**config.mk**
```make
export PLATFORM = sky130hd
export DESIGN_NAME = nibble_serial_add_ctrl
export DESIGN_NICKNAME = d
export VERILOG_FILES = /design/src/rtl/nibble_serial_add_ctrl.sv
export SDC_FILE = /design/constraint.sdc
export NUM_CORES = 1
export LEC_CHECK = 0
export ABC_AREA = 1
export CORE_UTILIZATION = 50
export CTS_BUF_LIST = sky130_fd_sc_hd__clkbuf_4 sky130_fd_sc_hd__clkbuf_8
export CTS_CLUSTER_DIAMETER = 60
export CTS_CLUSTER_SIZE = 24
export DETAILED_ROUTE_END_ITERATION = 10
export GPL_TIMING_DRIVEN = 0
export PLACE_DENSITY = 0.82
export SETUP_SLACK_MARGIN = 0.15
export SYNTH_ARGS = -nofsm -noshare
export SYNTH_HDL_FRONTEND = slang
export SYNTH_SLANG_ARGS = --single-unit
```
**constraint.sdc**
```tcl
create_clock -name clk -period 1.87 [get_ports clk]
set_input_delay 0.4675 -clock clk [delete_from_list [all_inputs] [get_ports clk]]
set_output_delay 0.4675 -clock clk [all_outputs]
set_load 0.02 [all_outputs]
```
**src/rtl/nibble_serial_add_ctrl.sv**
```systemverilog
// Nibble-serial adder sequencer: feeds one nibble per cycle to an external
// combinational 4-bit adder and collects the sum, rippling carry in a register.
module nibble_serial_add_ctrl #(
    parameter int NIBBLES = 4
) (
    input  logic                   clk,
    input  logic                   rst,
    input  logic                   in_valid,
    output logic                   in_ready,
    input  logic [4*NIBBLES-1:0]   in_a,
    input  logic [4*NIBBLES-1:0]   in_b,
    input  logic                   in_cin,
    output logic [3:0]             add_a,
    output logic [3:0]             add_b,
    output logic                   add_cin,
    input  logic [3:0]             add_sum,
    input  logic                   add_cout,
    output logic                   out_valid,
    input  logic                   out_ready,
    output logic [4*NIBBLES-1:0]   out_sum,
    output logic                   out_cout,
    output logic                   busy
);

    localparam int W     = 4 * NIBBLES;
    localparam int IDX_W = (NIBBLES > 1) ? $clog2(NIBBLES) : 1;
    localparam logic [IDX_W-1:0] IDX_LAST = IDX_W'(NIBBLES - 1);

    typedef enum logic [1:0] {
        IDLE,
        RUN,
        DONE
    } state_t;

    state_t             state_q, state_d;
    logic [W-1:0]       a_q, a_d;
    logic [W-1:0]       b_q, b_d;
    logic [W-1:0]       result_q, result_d;
    logic               carry_q, carry_d;
    logic [IDX_W-1:0]   idx_q, idx_d;

    always_ff @(posedge clk) begin
        if (rst) begin
            state_q  <= IDLE;
            a_q      <= '0;
            b_q      <= '0;
            result_q <= '0;
            carry_q  <= 1'b0;
            idx_q    <= '0;
        end else begin
            state_q  <= state_d;
            a_q      <= a_d;
            b_q      <= b_d;
            result_q <= result_d;
            carry_q  <= carry_d;
            idx_q    <= idx_d;
        end
    end

    always_comb begin
        state_d   = state_q;
        a_d       = a_q;
        b_d       = b_q;
        result_d  = result_q;
        carry_d   = carry_q;
        idx_d     = idx_q;
        in_ready  = 1'b0;
        add_a     = '0;
        add_b     = '0;
        add_cin   = 1'b0;
        out_valid = 1'b0;
        out_sum   = '0;
        out_cout  = 1'b0;
        busy      = 1'b0;

        unique case (state_q)
            IDLE: begin
                in_ready = 1'b1;
                if (in_valid) begin
                    a_d     = in_a;
                    b_d     = in_b;
                    carry_d = in_cin;
                    idx_d   = '0;
                    state_d = RUN;
                end
            end
            RUN: begin
                busy    = 1'b1;
                add_a   = a_q[{idx_q, 2'b00} +: 4];
                add_b   = b_q[{idx_q, 2'b00} +: 4];
                add_cin = carry_q;
                // Sum bits come only from the external adder.
                result_d[{idx_q, 2'b00} +: 4] = add_sum;
                carry_d = add_cout;
                if (idx_q == IDX_LAST) begin
                    state_d = DONE;
                end else begin
                    idx_d = idx_q + 1'b1;
                end
            end
            DONE: begin
                busy      = 1'b1;
                out_valid = 1'b1;
                out_sum   = result_q;
                out_cout  = carry_q;
                if (out_ready) begin
                    state_d = IDLE;
                end
            end
            default: begin
                state_d = IDLE;
            end
        endcase
    end

endmodule

```
==> out/metrics.yaml, run 1 <==
layout_commonest_cell: "nor2_1"
relSlewSlack_pct: 70.5
grt_pass1_vias: 2436
clock.fmax_mhz: 513
ys_ff_latch: 53
setup_tns_ns: -0.542
grt_pass1_wl_um: 10600
clk_pin_slew_ns: 0.09
dp_hpwl_um: 4700
synth_area_leader_cell: "dfxtp_1"
syn_area_um2: 2650
cp-end-kind: "output pin"
fp.dieH_um: 74.8
fin_crit_ns: 1.95
rsz0062_at_grt: "yes"
p_leak_nw: 1.83
drt_wl_total_um: 7210
wl_per_cell_um: 13.0
fillers: 388
ant_nets: 0
gp_congestion: 0.852
ys_warn_count: 0
design.core.area_um2: 5110
ys_types: 21
antenna_found_initial: 0
vdd_drop_max_mv: 0.957
track_usage_pct: 25.1
worst_pin_slew_ns: 0.443
drv_slew: 0
io_pins: 71
synth_area_leaders: "dfxtp_1 40%, nor2_1 13%, nand2_1 11%"
clock_skew_ns: 0.00688
cp_max_fo: 8
via_per_inst: 4.98
arrival_ns: 1.48
hold_viol_final: 0
p_per_area_nw_per_um2: 1290
mostFrequentLayoutCells: "85 x nor2_1, 58 x nand2_1, 49 x dfxtp_1, 41 x clkdlybuf4s50_1, 37 x o21ai_0"
syn2layout_area_growth_pct: 49.4
cp_common_cell: "nor2_1"
dieArea_um2: 5590
numCtsBuffers: 5
row_count: 26
grt.overflow.total: 0
first_pass_iters: 4
remaining_drc_errors: 0
place_ws_ns: -0.361
crit_required_ns: 1.40
crit_chain: "buf_12 > buf_8 > nor2_1 > nor2_1 > nand2_1 > a21oi_2 > buf_6"
seq_area_frac_synth_pct: 40.1
clk_path_buf_depth: 2
clock_sinks: 53
initial_core_util_pct: 51.9
worst_slack_ns: -0.0776
hold_slack_ns: 0.458
fin_nets: 534
violations: "negative setup slack"
critical_path_class: "flop to output pin"
synth.avg_cell_area_um2: 6.81
drive_above_1_share_pct: 29.3
drt_first_iter_violations: 199
min_path_type: "flop to flop"
grt_max_degree: 16
synth_top_area_share_pct: 40.1
slowest_delay_ns: 0.37
setup_violations: 15
synth_cells: 389
crit_slowest_cell: "dfxtp_2"
status: "finished, violations left"
maxCapViolCount: 0
antenna_cells: 0
fin_crit_sh_pct: 104
cts_htree_levels: 2
cts_tree: "built"
syn_nets: 440
cts_root_buf: "clkbuf_8"
io_buffers: 70
ctsHoldBuffers: 0
insertion_delay_ns: 0.31
worst_setup_path_start_kind: "flop"
die_width_um: 74.8
num_vias: 2760
-- cell usage after synthesis --
master,instances
buf_4,1
inv_2,5
inv_1,35
inv_4,2
nand2_1,76
buf_2,6
o21ai_0,41
nand2_2,1
dfxtp_1,53
o21ai_1,4
a21oi_1,34
nor2_1,91
nand4_1,5
clkbuf_1,3
nor2_4,3
nand3_1,7
nor2_2,1
buf_6,8
clkbuf_2,1
nand2_4,3
ha_1,9
-- sequential cells by signal, indices dropped and copies added (netlist names) --
signal	cells
a_q	16
b_q	16
carry_q	1
idx_q	2
result_q	16
state_q	2
-- power breakdown --
part           switching (W)  total [W]  leakage (nW)  internal (W)
sequential          0.000168    0.00156         0.437       0.00139
combinational        0.00152    0.00272          1.33       0.00120
clock               0.000372   0.000823        0.0619      0.000451
total                0.00206    0.00510          1.83       0.00304
-- cell type report --
type                       instances  area (µm²)  area share, %
multi-input combinational        275        1440           36.4
sequential                        53        1070           27.1
timing repair buffer              87         880           22.2
buffer                            19         184           4.65
inverter                          42         173           4.36
clock buffer                       7        90.1           2.28
tap                               70        87.6           2.21
clock inverter                     1        30.0          0.759
-- repair_timing --
action                     CTS  global route
resized for setup          204            56
cloned                       3             0
setup endpoints to repair   30            40
pin swaps                    6            17
buffers inserted             6             8
-- metal layers --
metal  GRT usage, %  wire (µm)  vias up
met2           45.0       3680       72
met3           4.55        281       14
met4           9.01        156        0
li1               -          -     1412
met1           29.8       3090     1262
met5              0          0        -
-- critical path, delay by kind of cell (launching register included) --
kind,cells,cell delay (ns)
buf+inv,3,0.42
flops,1,0.37
compound gates,1,0.16
simple gates,3,0.22
-- stage by stage --
step | util [%] | instances | total power [W] | area [µm²]
after floorplan | - | 389 | 0.00298 | 2650
after global placement | 67.3 | 529 | 0.00353 | 3440
after detailed placement | 67.3 | 529 | 0.00358 | 3440
after CTS | 73.3 | 546 | 0.00465 | 3740
after global routing | 77.5 | 554 | 0.00541 | 3960
final | 77.5 | 554 | 0.00510 | 3960
-- path summary, 6_finish.rpt --
check,from,end,slack (ns),depth (start not counted)
min reg2reg,a_q[7]$_SDFFE_PP0P_,a_q[7]$_SDFFE_PP0P_,0.46,2
max,idx_q[0]$_SDFFE_PP0P_,add_b[3],-0.08,7
max reg2reg,idx_q[0]$_SDFFE_PP0P_,result_q[9]$_SDFFE_PP0P_,0.18,8
min,a_q[7]$_SDFFE_PP0P_,a_q[7]$_SDFFE_PP0P_,0.46,2
-- kinds of logic (layout without fill, tap and decap cells) --
family | after synthesis | after routing | share of synthesized area (%)
and+or+nand+nor | 187 | 187 | 29.2
AOI/OAI and AO/OA | 79 | 79 | 14.9
buffers and inverters | 61 | 156 | 11.6
DFF | 53 | 53 | 40.1
adders and majority gates | 9 | 9 | 4.25
Power figures use the tool's default switching activity.
==> run 2: changes to the inputs <==
--- a/config.mk
+++ b/config.mk
@@ -6,6 +6,7 @@
 export NUM_CORES = 1
 export LEC_CHECK = 0
 export ABC_AREA = 1
+export CORE_MARGIN = 4
 export CORE_UTILIZATION = 50
 export CTS_BUF_LIST = sky130_fd_sc_hd__clkbuf_4 sky130_fd_sc_hd__clkbuf_8
 export CTS_CLUSTER_DIAMETER = 60
==> out/metrics.yaml, run 2 (synthesis gave the netlist of run 1 again) <==
arrival_ns: 1.49
insertion_delay_ns: 0.31
io_pins: 71
top_regs: "a_q x16, b_q x16, result_q x16"
numCtsBuffers: 5
worst_slack_ns: -0.0858
drv_slew: 0
relSlewSlack_pct: 68.2
cts_htree_levels: 2
clkPwrFrac_pct: 13.1
grt.overflow.total: 0
clock_skew_ns: 0.0100
status: "finished, violations left"
layout_commonest_cell: "nor2_1"
grt_pass1_vias: 2489
min_path_type: "flop to flop"
switching_share_pct: 42.2
fin_crit_ns: 1.96
crit_chain: "buf_12 > clkbuf_16 > nor2_1 > nor2_1 > nand2_1 > a21oi_2 > buf_6"
crit_required_ns: 1.40
cts_tree: "built"
crit_slowest_cell: "dfxtp_2"
seqPwrFrac_pct: 30.7
maxCapViolCount: 0
fp.dieH_um: 80.8
ctsHoldBuffers: 0
antenna_found_initial: 0
drt_first_iter_violations: 211
p_per_area_nw_per_um2: 1270
antenna_cells: 0
die_width_um: 80.8
hold_slack_ns: 0.467
dp_hpwl_um: 5070
clk_pin_slew_ns: 0.09
drt_wl_total_um: 8070
ant_nets: 0
p_leak_nw: 1.92
mostFrequentLayoutCells: "85 x nor2_1, 58 x nand2_1, 49 x dfxtp_1, 41 x clkdlybuf4s50_1, 39 x o21ai_0"
worst_pin_slew_ns: 0.477
p_int_w: 0.00294
syn2layout_area_growth_pct: 51.1
via_per_inst: 5.20
critical_path_class: "flop to output pin"
cp_common_cell: "nor2_1"
track_usage_pct: 21.6
cp_max_fo: 9
worst_setup_path_start_kind: "flop"
hold_viol_final: 0
clock_sinks: 53
grt_pass1_wl_um: 11000
violations: "negative setup slack"
remaining_drc_errors: 0
fin_crit_sh_pct: 105
wl_per_cell_um: 14.6
grt_max_degree: 16
fin_nets: 533
initial_core_util_pct: 51.9
design.core.area_um2: 5110
first_pass_iters: 4
io_buffers: 70
setup_violations: 13
p_comb_share_pct: 56.2
clock.fmax_mhz: 511
rsz0062_at_grt: "yes"
cts_root_buf: "clkbuf_8"
cp-end-kind: "output pin"
place_ws_ns: -0.342
row_count: 26
gp_congestion: 0.802
num_vias: 2871
clk_path_buf_depth: 2
netSwitchingPower_w: 0.00215
vdd_drop_max_mv: 1.05
drive_above_1_share_pct: 29.5
slowest_delay_ns: 0.37
dieArea_um2: 6530
[run 2: cell types whose count changed in the layout (fill, tap and decap cells not counted), moves of 2 or more]
cell       before  now
o21ai_1         8    5
ha_2            0    2
buf_6          34   28
clkbuf_16       0    4
nand2_2        11    4
nand2_4        11   18
o21ai_0        37   39
[run 2: area by class of cell]
class / instances / area, µm²
Clock inverter: 1 / 7.51
Clock buffer: 6 / 82.6
Fill cell: 350 / 1100
Sequential cell: 53 / 1070
Buffer: 19 / 196
Inverter: 42 / 168
Timing Repair Buffer: 86 / 911
Tap cell: 70 / 87.6
Multi-Input combinational cell: 275 / 1480
[run 2: through the flow]
| stage | power, W | TNS [ns] | utilization (%) | area (µm²) | instances |
|---|---|---|---|---|---|
| after floorplan | 0.00298 | 0 | - | 2650 | 389 |
| after detailed placement | 0.00360 | -6.06 | 67.3 | 3440 | 529 |
| after global routing | 0.00541 | -1.55 | 78.4 | 4000 | 552 |
| after global placement | 0.00354 | -5.39 | 67.3 | 3440 | 529 |
| after CTS | 0.00442 | -0.233 | 71.4 | 3650 | 541 |
| final | 0.00509 | -0.561 | 78.4 | 4000 | 552 |
[run 2: timing repair]
| item | in CTS | in global routing |
|---|---|---|
| endpoints found under the setup margin | 33 | 37 |
| resized for setup | 195 | 67 |
| setup buffers | 5 | 7 |
| gates cloned | 0 | 4 |
| pin swaps | 3 | 19 |
[run 2: power by group through the flow]
stage / clock (W) / sequential, W / combinational [W]
final: 0.000665 / 0.00156 / 0.00286
after floorplan: 0 / 0.00149 / 0.00149
after global routing: 0.000729 / 0.00159 / 0.00309
after detailed placement: 0 / 0.00153 / 0.00208
after global placement: 0 / 0.00152 / 0.00202
after CTS: 0.000669 / 0.00152 / 0.00224
[run 2: final timing paths]
kind	start	endpoint	slack (ns)	cells after the start
hold reg to reg	b_q[4]$_SDFFE_PP0P_	b_q[4]$_SDFFE_PP0P_	0.47	2
setup reg to reg	idx_q[0]$_SDFFE_PP0P_	result_q[9]$_SDFFE_PP0P_	0.20	8
hold / removal	b_q[4]$_SDFFE_PP0P_	b_q[4]$_SDFFE_PP0P_	0.47	2
setup / recovery	idx_q[0]$_SDFFE_PP0P_	add_b[2]	-0.09	7
[run 2: worst max-delay path, delay by kind of cell (launching register included)]
kind / cells / cell delay (ns)
DFF: 1 / 0.37
AOI/OAI and AO/OA: 1 / 0.17
buffers and inverters: 3 / 0.43
and+or+nand+nor: 3 / 0.20
[run 2: routing by layer]
| layer | GRT usage, % | part of all wire [%] |
|---|---|---|
| met3 | 4.21 | 5.4 |
| met4 | 6.93 | 2.1 |
| met2 | 39.2 | 54 |
| met1 | 25.6 | 39 |
| met5 | 0 | 0 |
